`config.mk`:
```
export PLATFORM = sky130hd
export DESIGN_NAME = clk_div_bank
export DESIGN_NICKNAME = d
export VERILOG_FILES = /design/src/rtl/clk_div_pkg.sv /design/src/rtl/clk_div_chan.sv /design/src/rtl/clk_div_bank.sv
export SDC_FILE = /design/constraint.sdc
export NUM_CORES = 1
export LEC_CHECK = 0
export ABC_AREA = 1
export CAP_MARGIN = 10
export CORE_ASPECT_RATIO = 1.4
export CORE_MARGIN = 4
export CORE_UTILIZATION = 50
export CTS_CLUSTER_SIZE = 24
export DETAILED_ROUTE_END_ITERATION = 10
export PLACE_DENSITY = 0.65
export SLEW_MARGIN = 20
export SYNTH_ARGS = -nofsm -noshare
export SYNTH_HDL_FRONTEND = slang
export SYNTH_HIERARCHICAL = 1
export SYNTH_SLANG_ARGS = --single-unit
```
`constraint.sdc`:
```
create_clock -name clk_100M -period 3 [get_ports clk_100M]
set_clock_uncertainty 0.05 [all_clocks]
set_input_delay 0.9 -clock clk_100M [delete_from_list [all_inputs] [get_ports clk_100M]]
set_output_delay 0.9 -clock clk_100M [all_outputs]
set_load 0.05 [all_outputs]
```
`src/rtl/clk_div_pkg.sv`:
```
// Shared definitions for the clk_div_bank divider bank: default counter width,
// load-FSM state encoding and a clog2 helper that never returns zero.
package clk_div_pkg;

    localparam int CNT_W_DEF = 16;

    typedef enum logic {
        IDLE = 1'b0,
        PEND = 1'b1
    } load_state_e;

    // Width of a channel-select field; at least one bit even for a single channel.
    function automatic int clog2_min1(input int n);
        return (n <= 2) ? 1 : $clog2(n);
    endfunction

endpackage

```
`src/rtl/clk_div_chan.sv`:
```
// One divider channel: counter, divisor register, registered tick and square
// wave. A pending divisor is written through `apply`, which the top level only
// raises on this channel's terminal-count cycle or while the channel is stalled.
// `align` (driven only when CLKDIV_ALIGN_EN is defined at the top) clears the
// counter and square wave so every channel restarts in phase with a reload.
module clk_div_chan
    import clk_div_pkg::*;
#(
    parameter int               CNT_W   = CNT_W_DEF,
    parameter logic [CNT_W-1:0] DIV_RST = CNT_W'(50000)
) (
    input  logic             clk_100M,
    input  logic             rst,
    input  logic             en,
    input  logic             apply,
    input  logic [CNT_W-1:0] apply_div,
    input  logic             align,
    output logic             tc,
    output logic             stall,
    output logic             tick,
    output logic             sq
);

    localparam logic [CNT_W-1:0] ONE = CNT_W'(1);

    logic [CNT_W-1:0] cnt_q, cnt_d;
    logic [CNT_W-1:0] div_q, div_d;
    logic             tick_q, tick_d;
    logic             sq_q, sq_d;

    // Stall and terminal-count decode; compare is unsigned, cnt never passes div-1.
    always_comb begin
        stall = !en || (div_q == '0);
        tc    = !stall && (cnt_q == (div_q - ONE));
    end

    // Next counter/divisor/output state, with reload and phase-align overrides.
    always_comb begin
        cnt_d  = cnt_q;
        div_d  = div_q;
        sq_d   = sq_q;
        tick_d = 1'b0;
        if (tc) begin
            cnt_d  = '0;
            tick_d = 1'b1;
            sq_d   = ~sq_q;
        end else if (!stall) begin
            cnt_d = cnt_q + ONE;
        end
        // Reload: new divisor counts from zero starting next cycle.
        if (apply) begin
            div_d = apply_div;
            cnt_d = '0;
        end
        // Phase alignment: the reload target keeps its tick, everyone else is silenced.
        if (align) begin
            cnt_d = '0;
            sq_d  = 1'b0;
            if (!apply) begin
                tick_d = 1'b0;
            end
        end
    end

    // Channel state registers.
    always_ff @(posedge clk_100M) begin
        if (rst) begin
            cnt_q  <= '0;
            div_q  <= DIV_RST;
            tick_q <= 1'b0;
            sq_q   <= 1'b0;
        end else begin
            cnt_q  <= cnt_d;
            div_q  <= div_d;
            tick_q <= tick_d;
            sq_q   <= sq_d;
        end
    end

    assign tick = tick_q;
    assign sq   = sq_q;

endmodule

```
`src/rtl/clk_div_bank.sv`:
```
// Multi-channel programmable clock-enable generator. Each channel produces a
// one-cycle tick every N cycles and a square wave of period 2N. Divisors are
// reloaded at runtime through a valid/ready port and applied glitch-free at the
// target channel's next terminal count.
// Build option: define CLKDIV_ALIGN_EN to clear every channel's counter and
// square wave in the cycle a reload is applied (phase-aligned reload).
module clk_div_bank
    import clk_div_pkg::*;
#(
    parameter int                        CHANNELS = 4,
    parameter int                        CNT_W    = CNT_W_DEF,
    parameter logic [CHANNELS*CNT_W-1:0] DIV_INIT = {CHANNELS{CNT_W'(50000)}},
    localparam int                       LCH_W    = clog2_min1(CHANNELS)
) (
    input  logic                clk_100M,
    input  logic                rst,
    input  logic [CHANNELS-1:0] ch_en,
    input  logic                load_valid,
    output logic                load_ready,
    input  logic [LCH_W-1:0]    load_ch,
    input  logic [CNT_W-1:0]    load_div,
    output logic [CHANNELS-1:0] tick,
    output logic [CHANNELS-1:0] sq
);

    localparam logic [LCH_W:0] CH_LIM = (LCH_W + 1)'(CHANNELS);

    // Handshake: a load transfers on a rising edge where load_valid && load_ready.
    // load_ready is high only in IDLE; it drops the cycle after a transfer to a
    // valid channel and returns the cycle after the divisor is applied. A load to
    // a channel number >= CHANNELS transfers but is discarded (ready stays high).

    load_state_e      state_q, state_d;
    logic [LCH_W-1:0] sh_ch_q, sh_ch_d;
    logic [CNT_W-1:0] sh_div_q, sh_div_d;
    logic             applied_q, applied_d;

    logic                ch_ok;
    logic                fire;
    logic [CHANNELS-1:0] tc_vec;
    logic [CHANNELS-1:0] stall_vec;
    logic [CHANNELS-1:0] apply_vec;
    logic [CHANNELS-1:0] align_vec;

    assign ch_ok = ({1'b0, load_ch} < CH_LIM);

    // FSM state and shadow registers.
    always_ff @(posedge clk_100M) begin
        if (rst) begin
            state_q   <= IDLE;
            sh_ch_q   <= '0;
            sh_div_q  <= '0;
            applied_q <= 1'b0;
        end else begin
            state_q   <= state_d;
            sh_ch_q   <= sh_ch_d;
            sh_div_q  <= sh_div_d;
            applied_q <= applied_d;
        end
    end

    // Next state: capture into the shadow in IDLE; in PEND leave one cycle after
    // the apply so ready rises only once the new divisor is in place.
    always_comb begin
        state_d   = state_q;
        sh_ch_d   = sh_ch_q;
        sh_div_d  = sh_div_q;
        applied_d = 1'b0;
        case (state_q)
            IDLE: begin
                if (load_valid && ch_ok) begin
                    sh_ch_d  = load_ch;
                    sh_div_d = load_div;
                    state_d  = PEND;
                end
            end
            PEND: begin
                applied_d = fire;
                if (applied_q) begin
                    state_d = IDLE;
                end
            end
            default: state_d = IDLE;
        endcase
    end

    // FSM outputs: ready, and the apply strobe on terminal count or stall.
    always_comb begin
        load_ready = (state_q == IDLE);
        fire       = (state_q == PEND) && !applied_q &&
                     (tc_vec[sh_ch_q] || stall_vec[sh_ch_q]);
    end

    // Fan the apply strobe out to the target, and optionally align to all channels.
    always_comb begin
        apply_vec = '0;
        align_vec = '0;
        if (fire) begin
            apply_vec[sh_ch_q] = 1'b1;
`ifdef CLKDIV_ALIGN_EN
            align_vec = '1;
`else
            align_vec = '0;
`endif
        end
    end

    for (genvar i = 0; i < CHANNELS; i++) begin : g_chan
        clk_div_chan #(
            .CNT_W   (CNT_W),
            .DIV_RST (DIV_INIT[i*CNT_W +: CNT_W])
        ) u_chan (
            .clk_100M  (clk_100M),
            .rst       (rst),
            .en        (ch_en[i]),
            .apply     (apply_vec[i]),
            .apply_div (sh_div_q),
            .align     (align_vec[i]),
            .tc        (tc_vec[i]),
            .stall     (stall_vec[i]),
            .tick      (tick[i]),
            .sq        (sq[i])
        );
    end

endmodule

```
Yosys cells after proc, flatten, opt, wreduce, memory -nomap -nowiden
Index checks and enable logic that the tools add are counted.

operators by class
  bitwise gates (word level) = 5
  multiplexer cells = 14
  reductions and logical operators = 31
  equality and inequality tests = 4
  order comparisons = 2
  add/sub/neg operators = 8

operators by type and width
  operator                                                                       count
  16-bit by 1-bit adder with 16-bit output (second input constant)               4
  16-bit == test                                                                 4
  16-bit logical NOT                                                             4
  16-bit by 1-bit subtractor with 16-bit output (second input constant)          4
  3-bit OR reduction                                                             4
  1-bit logical NOT                                                              9
  1-bit 2-to-1 mux                                                               9
  1-bit logical AND                                                              7
  1-bit logical OR                                                               5
  1-bit inverter                                                                 5
  1-bit binary-select mux with 2-bit select                                      2
  4-bit 2-to-1 mux                                                               1
  2-bit by 3-bit less-than comparator with 1-bit output (second input constant)  1
  1-bit demux with 2-bit select                                                  1
  2-bit by 1-bit >= comparator with 1-bit output (second input constant)         1
  1-bit one-hot mux with 2 select lines                                          1
  2-bit AND reduction                                                            1
  2-bit OR reduction                                                             1

word-level totals
  word-level logic and storage cells = 84
  bits in registers = 156
  input port bits = 25
  output and inout port bits = 9

Logic depth before layout (Yosys ltp)
Gate-level depths: netlist of the first run.

  depth in word-level cells = 10
  depth in mapped cells = 26

Hierarchy
The synthesis of the first run kept the hierarchy.

modules (own cells, without submodules)
  module        area each (um2)  seq. area each (um2)  cells an instance  times used
  clk_div_chan  2220.9           680.7                 352                4
  clk_div_bank  804.5            400.4                 107                1

Worst setup path before layout of the first run
No wires, ideal clock.

  path type = register to register
  from = reg g_chan[2].u_chan.div_q[0]
  to = reg g_chan[0].u_chan.div_q[0]
  arrival = 2.471 ns
  period minus slack after synthesis = 2.654 ns
  path slack = 0.346 ns
  cell stages (with the launch flop) = 25
  cells stage by stage = dfxtp_1 -> inv_1 -> ha_1 -> inv_1 -> nand2_1 -> nand2_1 -> nor2_1 -> nand3_1 -> nor2_1 -> nand2_1 -> nor2_2 -> nand3_2 -> nor2_4 -> nand2_4 -> inv_1 -> nor2_1 -> nor2_1 -> nor2_1 -> nand2_1 -> nand2_2 -> nor2_1 -> inv_1 -> clkbuf_1 -> o21ai_0 -> a21oi_1

between the ends
  longest elaborated chain between the ends = 9
  elaborated cells between the ends (all ways) = 13
  classes of those cells = 1 x add/sub; 1 x eq/ne; 5 x mux; 6 x reduce/logical

RTL lines
  what                                                                                                   RTL line            source
  start: declaration                                                                                     clk_div_chan.sv:27  logic [CNT_W-1:0] div_q, div_d;
  start signal: assignment                                                                               clk_div_chan.sv:74  div_q <= div_d;
  parallel branches: the longest is 3 deep, another holds 16-bit by 1-bit subtractor with 16-bit output  n/a
  1-bit logical AND *                                                                                    clk_div_chan.sv:34  tc = !stall && (cnt_q == (div_q - ONE));
  via tc_vec[2]                                                                                          clk_div_bank.sv:40  logic [CHANNELS-1:0] tc_vec;
  1-bit binary-select mux with 2-bit select *                                                            clk_div_bank.sv:91  (tc_vec[sh_ch_q] || stall_vec[sh_ch_q]);
  1-bit 2-to-1 mux (implied by the code) *                                                               clk_div_bank.sv:91
  1-bit logical OR *                                                                                     clk_div_bank.sv:91
  1-bit logical AND *                                                                                    clk_div_bank.sv:90  fire = (state_q == PEND) && !applied_q &&
  4-bit 2-to-1 mux *                                                                                     clk_div_bank.sv:98  if (fire) begin
  via apply_vec[0]                                                                                       clk_div_bank.sv:42  logic [CHANNELS-1:0] apply_vec;
  end signal: assignment                                                                                 clk_div_chan.sv:74
  end: declaration                                                                                       clk_div_chan.sv:27

Mark *: on every way through the listed nets, which the timed path passes. The select of a mux whose other input is x is not followed.
A chain may end at the register's enable or synchronous reset.

Worst setup path in the final report of the first run
  from = reg g_chan[2].u_chan.div_q[0]
  to = reg g_chan[1].u_chan.div_q[2]

between the ends
  longest elaborated chain between the ends = 9
  elaborated cells between the ends (all ways) = 13
  classes of those cells = 1 x add/sub; 1 x eq/ne; 5 x mux; 6 x reduce/logical

RTL lines
  what                                                                                                   RTL line
  parallel branches: the longest is 3 deep, another holds 16-bit by 1-bit subtractor with 16-bit output  n/a
  1-bit logical AND *                                                                                    clk_div_chan.sv:34
  via tc_vec[2]                                                                                          clk_div_bank.sv:40
  1-bit binary-select mux with 2-bit select *                                                            clk_div_bank.sv:91
  1-bit 2-to-1 mux (implied by the code) *                                                               clk_div_bank.sv:91
  1-bit logical OR *                                                                                     clk_div_bank.sv:91
  1-bit logical AND *                                                                                    clk_div_bank.sv:90
  4-bit 2-to-1 mux *                                                                                     clk_div_bank.sv:98
  via apply_vec[1]                                                                                       clk_div_bank.sv:42
  end signal: assignment                                                                                 clk_div_chan.sv:74
  end: declaration                                                                                       clk_div_chan.sv:27

Marks and branches as above.

==> summary.md, run 1 <==
| Metric | Value |
|---|---|
| Status | `finished clean` |
| Yosys warns | `6` |
| Mux share of post-synthesis cell area | `0%` |
| IO Count | `34` |
| Worst Setup Start Kind | `register` |
| Worst setup path class | `register to register` |
| Worst EP arrival | `3.12 ns` |
| Fin util | `59.4%` |
| H-tree Lvls | `4` |
| CTS sink cnt | `156` |
| Initial Util | `50.6%` |
| Worst Hold Class | `register to register` |
| Post-Syn Instances | `1515` |
| Clock tree from TritonCTS | `yes` |
| Antenna violations before repair | `0` |
| Sum of negative setup slack | `0 ns` |
| Total Nets Final | `1621` |
| Main flop type after synthesis | `dfxtp_1` |
| Placer congestion estimate | `0.863` |
| HPWL Detailed | `18700 um` |
| Max Cap Violations | `0` |
| Clock Latency Late Sink | `0.42 ns` |
| Ant diodes | `0` |
| Placed Area | `10500 um^2` |
| Worst Tran Pin Value | `0.581 ns` |
| Static leakage | `4.90 nW` |
| Post-Synth XOR/XNOR Area | `7.59%` |
| Achievable Freq | `350 MHz` |
| Top cells by count, synth | `405 x nand2_1, 218 x nor2_1, 201 x inv_1` |
| Worst hold slack | `0.451 ns` |
| Post-route ant nets | `0` |
| Residual DRC count | `0` |
| I/O Buffers | `33` |
| First-pass GRT wire length | `42000 um` |
| Worst r2r src | `g_chan[2].u_chan/div_q[0]` |
| Source of the worst hold timing path | `g_chan[1].u_chan/div_q[1]` |
| Total power | `5.08 mW` |
| Via count | `9244` |
| CP endpoint kind | `register` |
| Adder-cell area share of the yosys netlist | `1.03%` |
| Seq cells post-synth | `156` |
| Iter 0 DRT Violations | `466` |
| Share of layout cells above drive strength 1 | `13.6%` |
| Clock transition at path regs | `0.06 ns` |
| Clock Tree Buf Depth | `2` |
| # rows | `60` |
| Total gr overflow | `0` |
| Worst Setup SP | `g_chan[2].u_chan/div_q[0]` |
| Chip height | `173 um` |
| Pin count of the biggest net entering global routing | `37` |
| Min cycle time layout | `2.86 ns` |
| Die width | `126 um` |
| Final hold vios | `0` |
| Routed wire per std cell | `13.5 um` |
| Final Max Slew Viols | `0` |
| Core area | `19100 um^2` |
| Largest cells by area after synthesis | `dfxtp_1 32%, nand2_1 16%, nor2_1 8.4%, inv_1 7.8%, xor2_1 5.4%` |
| Required @ worst endpoint | `3.26 ns` |
| Worst slew margin | `61.1%` |
| Root buf cell | `clkbuf_16` |
| Top-count cell post-synth | `nand2_1` |
| Post-synth top area share | `32.2%` |
| Compound-cell area share of the yosys netlist | `8.28%` |
| Drt via density | `5.00` |
| Post-synthesis sequential area ratio | `32.2%` |
| CTS buffer count | `17` |
| CP Max Fanout | `8` |
| Setup Viol. Count Final | `0` |
| Vias in the first global route | `9055` |
| Worst IR drop on VDD | `0.378 mV` |
| Die ar. | `21700 um^2` |
| Area growth, synth to finish | `17.3%` |
| Async set-reset flop share out of synthesis | `0%` |
| Cell taking the most area after synthesis | `dfxtp_1` |
| Post-synth EDFFs | `0` |
| Pre-antenna DRT Iters | `5` |
| Final WL | `24900 um` |
| Combinational family with the most area after synthesis | `simple AND/OR/NAND/NOR gates` |
| Power per cell area | `447 nW/um^2` |
| Number of library cell types mapped by synthesis | `36` |
| Tot GR Track Use | `23.1%` |
| Final Cycle Share | `95.2%` |
| CTS Hold Bufs | `0` |
| Synth Area in Simple Gates | `40.6%` |
| Design Area, Final | `11400 um^2` |
| Mean post-synth cell area | `6.39 um^2` |
| Mapped cell area | `9690 um^2` |
-- cells in the final DEF, fill, tap and decap left out, drive strengths merged --
| cell | n |
|---|---|
| buf | 41 |
| dfxtp | 156 |
| a21o | 4 |
| xnor2 | 24 |
| ha | 8 |
| a211oi | 2 |
| nor4b | 4 |
| nand4 | 12 |
| clkdlybuf4s50 | 33 |
| nor3 | 28 |
| nor2 | 286 |
| nand2 | 419 |
| nand3b | 8 |
| nor3b | 4 |
| clkinv | 4 |
| o21bai | 4 |
| conb | 8 |
| bufinv | 5 |
| nand3 | 109 |
| clkinvlp | 3 |
| clkbuf | 18 |
| inv | 216 |
| a21oi | 73 |
| xor2 | 60 |
| o21ai | 68 |
| nor4 | 4 |
-- stage by stage --
step                      cells  setup slack (ns)
final                      1849             0.145
after CTS                  1839           0.00588
after floorplan            1522             0.346
after global routing       1849           -0.0600
after global placement     1807            -0.133
after detailed placement   1807            -0.169
-- critical path, cell delays in order, from the launching register on --
cell and delay, ns:
dfxtp_2 0.33, inv_1 0.11, ha_4 0.16, nand2_1 0.10, nor2_4 0.18, a21oi_1 0.11, nor2_1 0.12, nand2_1 0.07
nor2_2 0.14, nand3_2 0.10, nor2_4 0.15, nand2_4 0.05, inv_1 0.06, nor2_1 0.06, nor2_1 0.09, nor2_1 0.06
nand2_1 0.11, nand2_4 0.11, nor2_4 0.16, inv_4 0.07, buf_12 0.13, o21ai_1 0.18, a21oi_2 0.05
-- registers in the layout (all words and copies together), names as in the netlist --
signal               cells
sh_div_q                16
g_chan.u_chan/cnt_q     64
g_chan.u_chan/sq         4
g_chan.u_chan/tick       4
state_q                  1
sh_ch_q                  2
g_chan.u_chan/div_q     64
applied_q                1
-- cell families after synthesis --
family          count (synthesis)
simple gates                  873
buf+inv                       242
flops                         156
compound gates                151
xor+xnor                       84
fa+ha+maj                       8
other cells                     1
-- repair_timing --
| item | in CTS | in global routing |
|---|---|---|
| setup endpoints to repair | 0 | 126 |
| resized for setup | 0 | 54 |
| setup buffers | 0 | 8 |
-- where the power goes --
part	total [mW]	switching [mW]	internal, mW
clock	2.40	0.919	1.48
sequential	2.20	0.0784	2.12
combinational	0.483	0.298	0.185
total	5.08	1.30	3.79
-- final timing paths --
kind / to / slack (ns) / cells past startpoint
worst min-delay path: g_chan[1].u_chan/div_q[1] / 0.45 / 2
worst max-delay path: g_chan[1].u_chan/div_q[2] / 0.14 / 22
worst min register to register: g_chan[1].u_chan/div_q[1] / 0.45 / 2
worst max register to register: g_chan[1].u_chan/div_q[2] / 0.14 / 22
-- final cells by class --
class / count / area, um^2
tap: 248 / 310
inverter: 213 / 807
clock buffer: 17 / 425
fill: 1877 / 7770
multi-input combinational: 1125 / 5720
clock inverter: 15 / 219
sequential: 156 / 3130
timing repair buffer: 75 / 754
-- routing by layer --
metal / vias up / track usage (%) / wire (um)
met5: - / 0 / 0
met4: 0 / 7.78 / 597
met3: 46 / 3.58 / 721
met2: 171 / 42.4 / 12700
met1: 4166 / 27.2 / 10900
li1: 4861 / - / -
Note: power is estimated with default switching activity, not from simulation.
==> run 2: changes to the inputs <==
--- a/config.mk
+++ b/config.mk
@@ -5,14 +5,15 @@
 export SDC_FILE = /design/constraint.sdc
 export NUM_CORES = 1
 export LEC_CHECK = 0
-export ABC_AREA = 1
 export CAP_MARGIN = 10
 export CORE_ASPECT_RATIO = 1.4
 export CORE_MARGIN = 4
 export CORE_UTILIZATION = 50
 export CTS_CLUSTER_SIZE = 24
 export DETAILED_ROUTE_END_ITERATION = 10
-export PLACE_DENSITY = 0.65
+export DONT_BUFFER_PORTS = 1
+export GPL_TIMING_DRIVEN = 0
+export PLACE_DENSITY = 0.63
 export SLEW_MARGIN = 20
 export SYNTH_ARGS = -nofsm -noshare
 export SYNTH_HDL_FRONTEND = slang
==> summary.md, run 2 <==
| Metric | Value |
|---|---|
| Status | `complete, but fails checks` |
| Violated checks | `setup timing` |
| Routed wire per std cell | `17.0 um (+26%)` |
| Power per cell area | `448 nW/um^2 (+0.19%)` |
| Top cells by count, synth | `156 x dfxtp_1, 155 x nor2_1, 72 x xnor2_1` |
| Final Max Slew Viols | `0 (unchanged)` |
| Mapped cell area | `8370 um^2 (-14%)` |
| Compound-cell area share of the yosys netlist | `11.4% (+3.1 points)` |
| First-pass GRT wire length | `35300 um (-16%)` |
| Post-synthesis sequential area ratio | `37.3% (+5.1 points)` |
| Post-Synth XOR/XNOR Area | `14.9% (+7.3 points)` |
| Worst setup path class | `register to register` |
| Achievable Freq | `304 MHz (-13%)` |
| Worst r2r src | `g_chan[2].u_chan/div_q[0]` |
| Post-Syn Instances | `972 (-36%)` |
| # fillers | `1361 (-27%)` |
| Area growth, synth to finish | `27.1%` |
| Number of library cell types mapped by synthesis | `52 (+44%)` |
| CTS Hold Bufs | `0 (unchanged)` |
| Worst Setup SP | `g_chan[2].u_chan/div_q[0]` |
| Chip height | `161 um (-6.7%)` |
| H-tree Lvls | `4 (unchanged)` |
| Share of layout cells above drive strength 1 | `23.5% (+10 points)` |
| Ant diodes | `0 (unchanged)` |
| Bufs and invs on worst path | `3 (-1)` |
| Worst Reg2Reg Path Length in Cells | `14 (-36%)` |
| Async set-reset flop share out of synthesis | `0% (unchanged)` |
| Die width | `117 um (-6.6%)` |
| PnR worst setup slack | `-0.285 ns (-0.430 ns)` |
| Placed Area | `8870 um^2 (-15%)` |
| Total gr overflow | `0 (unchanged)` |
| Commonest cells after routing, fill and taps aside | `146 x dfxtp_1, 102 x nor2_1, 72 x xnor2_1, 64 x nand2_1, 60 x xor2_1` |
| Worst EP arrival | `3.53 ns (+0.41 ns)` |
| Total power | `4.77 mW (-6.2%)` |
| CTS buffer count | `17 (unchanged)` |
| Max Cap Violations | `0 (unchanged)` |
| Dpl ws | `-0.851 ns (-0.682 ns)` |
| Residual DRC count | `0 (unchanged)` |
| Core area | `16300 um^2 (-15%)` |
| Crit-path cells | `inv_2 -> ha_4 -> or4b_4 -> or3_4 -> a2111o_1 -> nor3_4 -> nand4b_4 -> nor2_4 -> o21ai_2 -> nor3_4 -> buf_6 -> clkbuf_16 -> mux2i_1 -> nor2_1` |
| Adder-cell area share of the yosys netlist | `1.20% (+0.16 points)` |
| Root buf cell | `clkbuf_16` |
| Mux share of post-synthesis cell area | `5.39% (+5.4 points)` |
| Vias in the first global route | `7026 (-22%)` |
| Clock Tree Buf Depth | `2 (unchanged)` |
| Placer congestion estimate | `0.884 (+2.4%)` |
| Min cycle time layout | `3.28 ns (+0.430 ns)` |
| Main flop type after synthesis | `dfxtp_1` |
| CTS sink cnt | `156 (unchanged)` |
| Clock transition at path regs | `0.06 ns (about the same)` |
| Yosys warns | `6 (unchanged)` |
| Final Cycle Share | `109% (+14 points)` |
| Post-synth top area share | `37.3% (+5.1 points)` |
| CP endpoint kind | `register` |
| CP most frequent cell | `nor3_4` |
| Final hold vios | `0 (unchanged)` |
| Hold depth | `2 (unchanged)` |
| CP delay by family, top | `simple AND/OR/NAND/NOR gates` |
| Tot GR Track Use | `23.0% (-0.11 points)` |
| Critical path's slowest cell | `or4b_4` |
| Static leakage | `3.69 nW (-25%)` |
| Worst IR drop on VDD | `0.380 mV (+0.37%)` |
| Source of the worst hold timing path | `g_chan[3].u_chan/div_q[13]` |
| Seq cells post-synth | `156 (unchanged)` |
| Worst Setup Start Kind | `register` |
| Fin util | `65.3% (+5.9 points)` |
| Initial Util | `51.3% (+0.73 points)` |
| IO Count | `34 (unchanged)` |
| Pin count of the biggest net entering global routing | `17 (-54%)` |
| Register area | `3150 um^2 (+0.44%)` |
| Iter 0 DRT Violations | `318 (-32%)` |
| Area of the multi-input gates | `5570 um^2 (-2.6%)` |
| Die ar. | `18900 um^2 (-13%)` |
| Worst hold slack | `0.492 ns (+0.0412 ns)` |
| Pre-antenna DRT Iters | `4 (-1)` |
| Cell taking the most area after synthesis | `dfxtp_1` |
| Antenna violations before repair | `0 (unchanged)` |
| Worst Hold Class | `register to register` |
| Design Area, Final | `10600 um^2 (-6.4%)` |
| Post-synth EDFFs | `0 (unchanged)` |
| HPWL Detailed | `14900 um (-20%)` |
| Largest cells by area after synthesis | `dfxtp_1 37%, xnor2_1 7.5%, nor2_1 6.9%, xor2_1 6.3%, mux2i_1 5.3%` |
| Via count | `7096 (-23%)` |
| Worst slew margin | `47.9% (-13 points)` |
| I/O Buffers | `0 (-100%)` |
| Top-count cell post-synth | `dfxtp_1` |
| Critical path depth | `14 (-36%)` |
| Commonest non-fill, non-tap cell in the layout | `dfxtp_1` |
| CP Max Fanout | `5 (-3)` |
| CP max stage delay | `0.45 ns (+0.12 ns)` |
| Clock tree from TritonCTS | `yes` |
| Drt via density | `5.55 (+11%)` |
| Post-route ant nets | `0 (unchanged)` |
| Final WL | `21700 um (-13%)` |
| Worst Tran Pin Value | `0.780 ns (+0.199 ns)` |
| RSZ-0062 raised after global routing | `yes` |
| Mean post-synth cell area | `8.61 um^2 (+35%)` |
| Synth Area in Simple Gates | `26.6% (-14 points)` |
| Total Nets Final | `1100 (-32%)` |
| Clock Latency Late Sink | `0.43 ns (about the same)` |
| Combinational family with the most area after synthesis | `simple AND/OR/NAND/NOR gates` |
| Setup Viol. Count Final | `130 (+130)` |
| Top Registers | `g_chan.u_chan/cnt_q: 64 flops, g_chan.u_chan/div_q: 64 flops, sh_div_q: 16 flops` |
| # rows | `55 (-8.3%)` |
| Required @ worst endpoint | `3.25 ns (about the same)` |
## run 2: cell count changes in the layout (fill, tap and decap cells not counted), moves of 17 or more
| cell | change |
|---|---|
| o21ai_1 | -17 |
| clkdlybuf4s50_1 | -33 |
| nor2_2 | -20 |
| xnor2_1 | +48 |
| nor2_1 | -112 |
| nand2_1 | -340 |
| nand3_1 | -77 |
| nor2b_1 | +30 |
| o21ai_0 | -39 |
| mux2i_1 | +44 |
| buf_6 | +33 |
| a21oi_1 | -34 |
| inv_1 | -169 |
| a211o_1 | +24 |
## run 2: routing by layer
layer | vias up | track usage (%) | part of all wire, %
met3 | 39 | 5.50 | 3.6
met1 | 3358 | 24.7 | 39
met2 | 133 | 43.9 | 54
li1 | 3566 | - | -
met4 | 0 | 7.84 | 3.1
met5 | - | 0 | 0
## run 2: cell families (layout without fill, tap and decap cells)
kind of cell,count (synthesis),count (layout)
other,1,12
and+or+nand+nor,434,434
DFF,156,156
adders and majority gates,8,8
muxes,45,45
AOI/OAI and AO/OA,129,129
xor gates and xnor gates,136,136
buffers and inverters,63,160
## run 2: what timing repair did
action,in CTS,in global routing
resized for setup,82,74
hold endpoints to repair,0,0
pin swaps,58,39
setup endpoints to repair,129,135
buffers inserted,57,9
cloned,7,0
## run 2: power breakdown
| part | leakage (nW) | switching [mW] | total (mW) | internal [mW] |
|---|---|---|---|---|
| Combinational | 2.12 | 0.172 | 0.315 | 0.143 |
| Sequential | 1.27 | 0.0656 | 2.17 | 2.10 |
| Clock | 0.293 | 0.890 | 2.28 | 1.39 |
## run 2: worst paths after layout
kind                           endpoint  slack [ns]
min          g_chan[3].u_chan/div_q[13]        0.49
max           g_chan[2].u_chan/div_q[2]       -0.28
max reg2reg   g_chan[2].u_chan/div_q[2]       -0.28
min reg2reg  g_chan[3].u_chan/div_q[13]        0.49
## run 2: metrics by stage
step,setup TNS (ns),std cells
after floorplan,-9.03,983
after global placement,-67.16,1182
after detailed placement,-68.59,1182
after CTS,-21.23,1275
after global routing,-37.56,1279
final,-22.94,1279
## run 2: layout make-up
cell class,instances,area share [%]
clock inverters,14,1.83
well taps,199,2.34
plain buffers,30,2.69
multi-input cells,764,52.4
clock buffers,18,4.03
repair buffers,69,6.17
flip-flops and latches,156,29.6
inverters,29,1.02
## run 2: worst register-to-register path, delay by kind of cell (launching register included)
kind                     cells  cell delay [ns]
AO/OA/AOI/OAI                2             0.50
adder cells (fa/ha/maj)      1             0.12
buffers and inverters        3             0.37
flip-flops                   1             0.36
multiplexers                 1             0.19
AND/OR/NAND/NOR              7             1.58
